`src/rtl/seq_compare_unit.sv`:
```
// seq_compare_unit: multi-cycle SLT/SLTU/MIN/MINU/MAX/MAXU/EQ/NE. Compares CHUNK bits per clock, most significant slice first.
// Latency: NSLICE edges from the accepting edge to rsp_valid_o. With SEQ_CMP_EARLY_TERM_EN: 1 + equal leading slices, which is data dependent.
// Backpressure: the result is held in DONE until rsp_ready_i. req_ready_o is high only in IDLE, so the completion cycle never accepts a new request.
module seq_compare_unit #(
    parameter int WIDTH = 32,
    parameter int CHUNK = 8
) (
    input  logic             clk_i,
    input  logic             rst_i,
    input  logic             req_valid_i,
    output logic             req_ready_o,
    input  logic [2:0]       op_i,
    input  logic [WIDTH-1:0] rs1_i,
    input  logic [WIDTH-1:0] rs2_i,
    output logic             rsp_valid_o,
    input  logic             rsp_ready_i,
    output logic [WIDTH-1:0] rd_o
);

    localparam int NSLICE = WIDTH / CHUNK;
    localparam int IDXW   = (NSLICE > 1) ? $clog2(NSLICE) : 1;
    localparam logic [IDXW-1:0] IDX_TOP = IDXW'(NSLICE - 1);

    typedef enum logic [1:0] {
        ST_IDLE,
        ST_BUSY,
        ST_DONE
    } state_t;

    state_t           state_q;
    state_t           state_d;
    logic [WIDTH-1:0] a_q;
    logic [WIDTH-1:0] b_q;
    logic [2:0]       op_q;
    logic             lt_q;
    logic             gt_q;
    logic [IDXW-1:0]  idx_q;

    logic [WIDTH-1:0] a_shift;
    logic [WIDTH-1:0] b_shift;
    logic [CHUNK-1:0] a_sl;
    logic [CHUNK-1:0] b_sl;
    logic             signed_op;
    logic             slice_lt;
    logic             slice_gt;
    logic             lt_fin;
    logic             gt_fin;
    logic             eq_fin;
    logic             cmp_last;
    logic             accept;
    logic [WIDTH-1:0] result;

    assign accept      = (state_q == ST_IDLE) && req_valid_i;
    assign req_ready_o = (state_q == ST_IDLE);
    assign rsp_valid_o = (state_q == ST_DONE);

    // SLT, MIN and MAX are the signed ops. They are the even opcodes except EQ.
    assign signed_op = !op_q[0] && (op_q != 3'b110);

    // Select the current slice. For signed ops, flip the sign bit of the top slice so that an unsigned compare orders two's complement values.
    always_comb begin
        a_shift = a_q >> (int'(idx_q) * CHUNK);
        b_shift = b_q >> (int'(idx_q) * CHUNK);
        a_sl    = a_shift[CHUNK-1:0];
        b_sl    = b_shift[CHUNK-1:0];
        if (signed_op && (idx_q == IDX_TOP)) begin
            a_sl[CHUNK-1] = ~a_sl[CHUNK-1];
            b_sl[CHUNK-1] = ~b_sl[CHUNK-1];
        end
    end

    assign slice_lt = (a_sl < b_sl);
    assign slice_gt = (a_sl > b_sl);

    // Only the first differing slice decides. Once lt or gt is set, it sticks.
    assign lt_fin = lt_q || (!lt_q && !gt_q && slice_lt);
    assign gt_fin = gt_q || (!lt_q && !gt_q && slice_gt);
    assign eq_fin = !lt_fin && !gt_fin;

`ifdef SEQ_CMP_EARLY_TERM_EN
    // Early exit as soon as a slice differs. The timing leaks operand data.
    assign cmp_last = (idx_q == '0) || (!lt_q && !gt_q && (slice_lt || slice_gt));
`else
    // Always walk every slice, so latency never depends on the data.
    assign cmp_last = (idx_q == '0);
`endif

    // Result mux, evaluated on the final compare cycle. Equal operands select A for MIN/MAX.
    always_comb begin
        result = '0;
        case (op_q)
            3'b000, 3'b001: result = WIDTH'(lt_fin);
            3'b010, 3'b011: result = gt_fin ? b_q : a_q;
            3'b100, 3'b101: result = lt_fin ? b_q : a_q;
            3'b110:         result = WIDTH'(eq_fin);
            default:        result = WIDTH'(!eq_fin);
        endcase
    end

    // FSM state register.
    always_ff @(posedge clk_i) begin
        if (rst_i) begin
            state_q <= ST_IDLE;
        end else begin
            state_q <= state_d;
        end
    end

    // FSM next state: IDLE -> BUSY on accept, BUSY -> DONE on the last slice, DONE -> IDLE on the consumer handshake.
    always_comb begin
        state_d = state_q;
        case (state_q)
            ST_IDLE: if (accept) state_d = ST_BUSY;
            ST_BUSY: if (cmp_last) state_d = ST_DONE;
            ST_DONE: if (rsp_ready_i) state_d = ST_IDLE;
            default: state_d = ST_IDLE;
        endcase
    end

    // Datapath: latch operands on accept, accumulate the ordering per slice, and register the result on the last slice.
    always_ff @(posedge clk_i) begin
        if (rst_i) begin
            a_q   <= '0;
            b_q   <= '0;
            op_q  <= '0;
            lt_q  <= 1'b0;
            gt_q  <= 1'b0;
            idx_q <= IDX_TOP;
            rd_o  <= '0;
        end else if (accept) begin
            a_q   <= rs1_i;
            b_q   <= rs2_i;
            op_q  <= op_i;
            lt_q  <= 1'b0;
            gt_q  <= 1'b0;
            idx_q <= IDX_TOP;
        end else if (state_q == ST_BUSY) begin
            lt_q <= lt_fin;
            gt_q <= gt_fin;
            if (cmp_last) begin
                rd_o <= result;
            end else begin
                idx_q <= idx_q - 1'b1;
            end
        end
    end

endmodule
```
`config.mk`:
```
export PLATFORM = sky130hd
export DESIGN_NAME = seq_compare_unit
export DESIGN_NICKNAME = d
export VERILOG_FILES = /design/src/rtl/seq_compare_unit.sv
export SDC_FILE = /design/constraint.sdc
export NUM_CORES = 1
export LEC_CHECK = 0
export ABC_AREA = 1
export CORE_AREA = 2 2 133 135
export CTS_CLUSTER_DIAMETER = 120
export DETAILED_ROUTE_END_ITERATION = 6
export DIE_AREA = 0 0 135 137
export DONT_BUFFER_PORTS = 1
export PLACE_DENSITY = 0.45
export SLEW_MARGIN = 40
export SYNTH_ARGS = -nofsm -noshare
export SYNTH_HDL_FRONTEND = slang
export SYNTH_SLANG_ARGS = --single-unit
```
`constraint.sdc`:
```
create_clock -name clk_i -period 5.4 [get_ports clk_i]
set_input_delay 1.08 -clock clk_i [delete_from_list [all_inputs] [get_ports clk_i]]
set_output_delay 1.08 -clock clk_i [all_outputs]
set_load 0.03 [all_outputs]
```
=== Yosys cells after proc, flatten, opt, wreduce, memory -nomap -nowiden ===
Cells that the tools add are included.

* $lt $le $gt $ge: 2
* Shift-type cells: 2
* Bitwise operators: 4
* $add $sub $neg: 1
* Reduce and logical (&&, ||, !) cells: 25
* Muxes and demuxes: 9
* Eq/ne operators: 13

{| class="wikitable"
|+ Operator list
! cell !! number
|-
| case mux 32 bit (4 select lines) || 1
|-
| 2-to-1 mux 32 bit || 2
|-
| right shift 32 x 5 -> 8 bit || 2
|-
| == test 3 bit, second input constant || 3
|-
| > comparator 8 bit || 1
|-
| less-than comparator 8 bit || 1
|-
| OR reduction 2 bit || 4
|-
| logical AND 1 bit || 7
|-
| == test 3 x 2 -> 1 bit, second input constant || 2
|-
| zero test 1 bit || 6
|-
| 2-to-1 mux 2 bit || 3
|-
| case mux 2 bit (3 select lines) || 1
|-
| AND reduction 3 bit || 2
|-
| == test 2 bit, second input constant || 2
|-
| zero test 2 bit || 2
|-
| inequality test 2 x 1 -> 1 bit, second input constant || 2
|-
| NOT 1 bit || 4
|-
| == test 3 x 1 -> 1 bit, second input constant || 1
|-
| zero test 3 bit || 1
|-
| inequality test 3 bit, second input constant || 1
|-
| == test 2 x 1 -> 1 bit, second input constant || 1
|-
| logical OR 1 bit || 2
|-
| 2-to-1 mux 1 bit || 2
|-
| inequality test 2 bit, second input constant || 1
|-
| 2 further kinds || 2
|}

* Logic and storage cells: 64
* Bits of input ports: 71
* Output and inout port bits: 34
* Flip-flop bits (word level): 105

=== Logic depth before layout (Yosys ltp) ===
* Depth after elaboration: 11
* Depth in mapped cells: 21
* Mapped depth without buffers: 19

=== Worst setup path before layout ===
OpenSTA, ideal clock, no wires.

* Path kind: register to register
* Start: register idx_q[0]
* End: register rd_o[12]
* Arrival: 2.426 ns
* Buffers on the path: 5
* Stages on the path, launching flop included: 19
* Data required time: 5.257 ns
* Library setup time: 0.143 ns
* Clock period less this slack: 2.569 ns
* Slack: 2.831 ns
* Cell sequence: dfxtp_1 buf_2 clkbuf_1 clkbuf_1 a21oi_1 a21oi_1 ha_1 a21oi_1 nor2_1 nor2_1 nand2_2 nand2_2 buf_6 buf_6 nand2_1 o211ai_1 nand2_1 nand2_1 a21oi_2

* Word-level cells in the longest chain between the ends: 8
* Elaborated cells between the ends (all ways): 19
* Classes of those cells: order compare (2); eq/ne (1); shift (2); mux (5); bitwise (2); reduce/logical (7)

{| class="wikitable"
|+ Ends and longest elaborated chain
! item !! RTL line !! RTL
|-
| start: declaration || 37 || <nowiki>logic [IDXW-1:0] idx_q;</nowiki>
|-
| start signal: assignment || 143 || <nowiki>idx_q <= idx_q - 1'b1;</nowiki>
|-
| right shift 32 x 5 -> 8 bit (tied with other cells) || 62 || <nowiki>a_shift = a_q >> (int'(idx_q) * CHUNK);</nowiki>
|-
| NOT 1 bit (tied with other cells) || 67 || <nowiki>a_sl[CHUNK-1] = ~a_sl[CHUNK-1];</nowiki>
|-
| 2-to-1 mux 1 bit || 66 || <nowiki>if (signed_op && (idx_q == IDX_TOP)) begin</nowiki>
|-
| less-than comparator 8 bit / > comparator 8 bit (equally long branches) || 72, 73 ||
|-
| logical AND 1 bit, on equally long branches || 76, 77 ||
|-
| logical OR 1 bit, on equally long branches || 76, 77 ||
|-
| 2-to-1 mux 32 bit, on equally long branches || 94, 93 ||
|-
| case mux 32 bit (4 select lines) || 91 || <nowiki>case (op_q)</nowiki>
|-
| end signal: assignment || 141 || <nowiki>rd_o <= result;</nowiki>
|-
| end: declaration || 17 || <nowiki>output logic [WIDTH-1:0] rd_o</nowiki>
|}

Several ways; a longest one is shown, not always the timed one.
A chain may end at the register's enable or synchronous reset.

=== Worst setup path after layout ===
* Start: register idx_q[0]
* End: register rd_o[17]

The elaborated chain is that of the path after synthesis.

==> metrics <==
RSZ-0062 raised after global routing false; vias in the first global route 4848; final core occ 34.43%; Worst-path clk slew 0.07 ns; Vias 5054; DIE AREA 18500 um2; pwr/cell area 378.8 nW/um2; TritonCTS clock tree built; worst path required time 5.65 ns; max-cap viol count 0; Worst Hold Class register to register; IO Port Bufs 0; post-synthesis sequential area ratio 38.03%; syn_area_per_cell 6.997 um2; Core Footprint 17060 um2; WL final 17560 um; setup_tns 0 ns; Yosys Warn Count 0; clock buffers created by TritonCTS 9; Detail Route Antenna Nets 0; Arr. time, crit path 4.09 ns; number of setup violations in the final report 0; Nets 828; Die Ht 137 um; Fmax 0.2603 GHz; Synth Flop Type dfxtp_1; final setup skew 0.009250 ns; PnR Total Power 2.225 mW; diode count 0; Initial Util 32.41%; Post-synth EDFFs 0; Leakage 2.348 nW; # resized after CTS 0; Post CTS Setup Buffer Count 0; initial antenna violation count 0; final period utilization 71.14%; clock root buffer clkbuf_16; share of cells above drive strength 1 6.791%; Cell Rows 48; first-pass GRT wire length 27040 um; min Tclk post-route 3.842 ns; Max Root-Sink Buffers 2; Setup Crit Path Kind register to register; R2R Setup Slk 1.56 ns; Async SR Flop Fraction 0%; max-slew violation count 0; Vias/cell 5.178; Setup crit start kind register; slew at the pin closest to its max-slew limit 0.8514 ns; CP max FO 65; Slew headroom 43.03%; post-DP HPWL 11740 um; DRC violations left 0; Worst setup EP type register; Mapped Cells 790; GR Util All Layers 19.06%; io pins 105; status finished clean; largest net degree at the start of global routing 90; per-cell routed wire length 17.99 um; Die W 135 um; Cell variety after synth 22; Seq cells post-synth 105; clk_lat worst skew 0.36 ns; final hold vios 0; total gr overflow 0; initial drt markers 283; cell area after synthesis 5528 um2; Pre-antenna DRT Iters 5; post-synth net total 871; Syn-to-layout area delta 6.247%; H-tree depth 3; TritonCTS sink count 105; CTS hold repair buffers 0; routability congestion estimate from global placement 0.8074; IR drop worst, VDD 0.3012 mV
==> registers in the layout (all words and copies together), names as in the netlist <==
name,cells
state_q,2
a_q,32
lt_q,1
b_q,32
gt_q,1
rd_o,32
idx_q,2
op_q,3
==> metrics by stage <==
| stage | worst slack (ns) | std cells | cell area (um2) | hold WS (ns) |
|---|---|---|---|---|
| after CTS | 1.629 | 976 | 5864 | 0.4932 |
| after global routing | 1.198 | 976 | 5873 | 0.5224 |
| after detailed placement | 1.647 | 961 | 5568 | 0.4836 |
| final | 1.558 | 976 | 5873 | 0.4904 |
| after global placement | 1.322 | 960 | 5530 | 0.4749 |
| after floorplan | 2.831 | 790 | 5528 | 0.4535 |
==> critical path, stage by stage (launching register included) <==
cell and delay (ns):
dfxtp_1 0.73, inv_1 0.52, o21ai_0 0.42, nand2_1 0.11
xnor2_1 0.14, ha_1 0.29, nand2_1 0.09, nor2_2 0.13
nand2_1 0.08, nand2_1 0.06, nand2_1 0.10, nand2_4 0.56
nand2_1 0.11, o211ai_1 0.12, nand2_1 0.08, nand2_1 0.12
a21oi_2 0.06
==> cell type report <==
cell class,count,area [um2]
fillers,1881,11180
multi-input cells,539,2801
flip-flops and latches,105,2102
inverters,85,319.1
well taps,225,281.5
clock buffers,12,256.5
repair buffers,7,72.57
clock inverters,3,40.04
==> placed cells by master (no fill, tap or decap), types with 6 or more instances in the layout <==
| master | netlist | routed |
|---|---|---|
| o211ai_1 | 63 | 63 |
| a21oi_1 | 121 | 121 |
| inv_1 | 84 | 84 |
| nor2_1 | 15 | 13 |
| a21oi_2 | 22 | 22 |
| o21ai_0 | 92 | 92 |
| nand3_1 | 9 | 9 |
| ha_1 | 10 | 10 |
| dfxtp_1 | 105 | 105 |
| buf_4 | 0 | 6 |
| clkbuf_16 | 0 | 9 |
| nand2_1 | 198 | 197 |
==> routing by layer <==
metal	wire length [um]	vias to the layer above	track usage [%]
met4	210	0	4.745
met1	8399	2359	25.41
met2	8122	117	31.22
met3	828	16	4.444
li1	-	2562	-
met5	0	-	0
==> power by group <==
| group | switching [mW] | internal, mW | leakage, nW |
|---|---|---|---|
| Sequential | 0.0411 | 0.820 | 0.862 |
| Combinational | 0.494 | 0.187 | 1.34 |
| Clock | 0.300 | 0.382 | 0.148 |
==> logic make-up (layout without fill, tap and decap cells) <==
family / Yosys count / count (layout) / share of synthesized area, %
compound gates: 301 / 301 / 31.71
xor+xnor: 2 / 2 / 0.3169
buf+inv: 146 / 107 / 11.95
fa+ha+maj: 10 / 10 / 2.263
simple gates: 226 / 226 / 15.73
flops: 105 / 105 / 38.03
==> path summary, 6_finish.rpt <==
check | from | to | depth (start not counted)
hold reg to reg | b_q[22] | b_q[22] | 2
hold / removal | b_q[22] | b_q[22] | 2
setup / recovery | idx_q[0] | rd_o[17] | 16
setup reg to reg | idx_q[0] | rd_o[17] | 16
==> synthesized netlist by cell type (2+ instances only) <==
cell type | count | area share, %
nand2_1 | 198 | 13
a21oi_1 | 121 | 11
dfxtp_1 | 105 | 38
o21ai_0 | 92 | 8.3
inv_1 | 84 | 5.7
o211ai_1 | 63 | 8.6
clkbuf_1 | 33 | 2.2
a21oi_2 | 22 | 3.5
buf_2 | 15 | 1.4
nor2_1 | 15 | 1.0
buf_6 | 11 | 2.2
ha_1 | 10 | 2.3
nand3_1 | 9 | 0.81
nand2_2 | 3 | 0.34
a211oi_1 | 2 | 0.27
No activity file was read; power rests on OpenSTA's default activity.
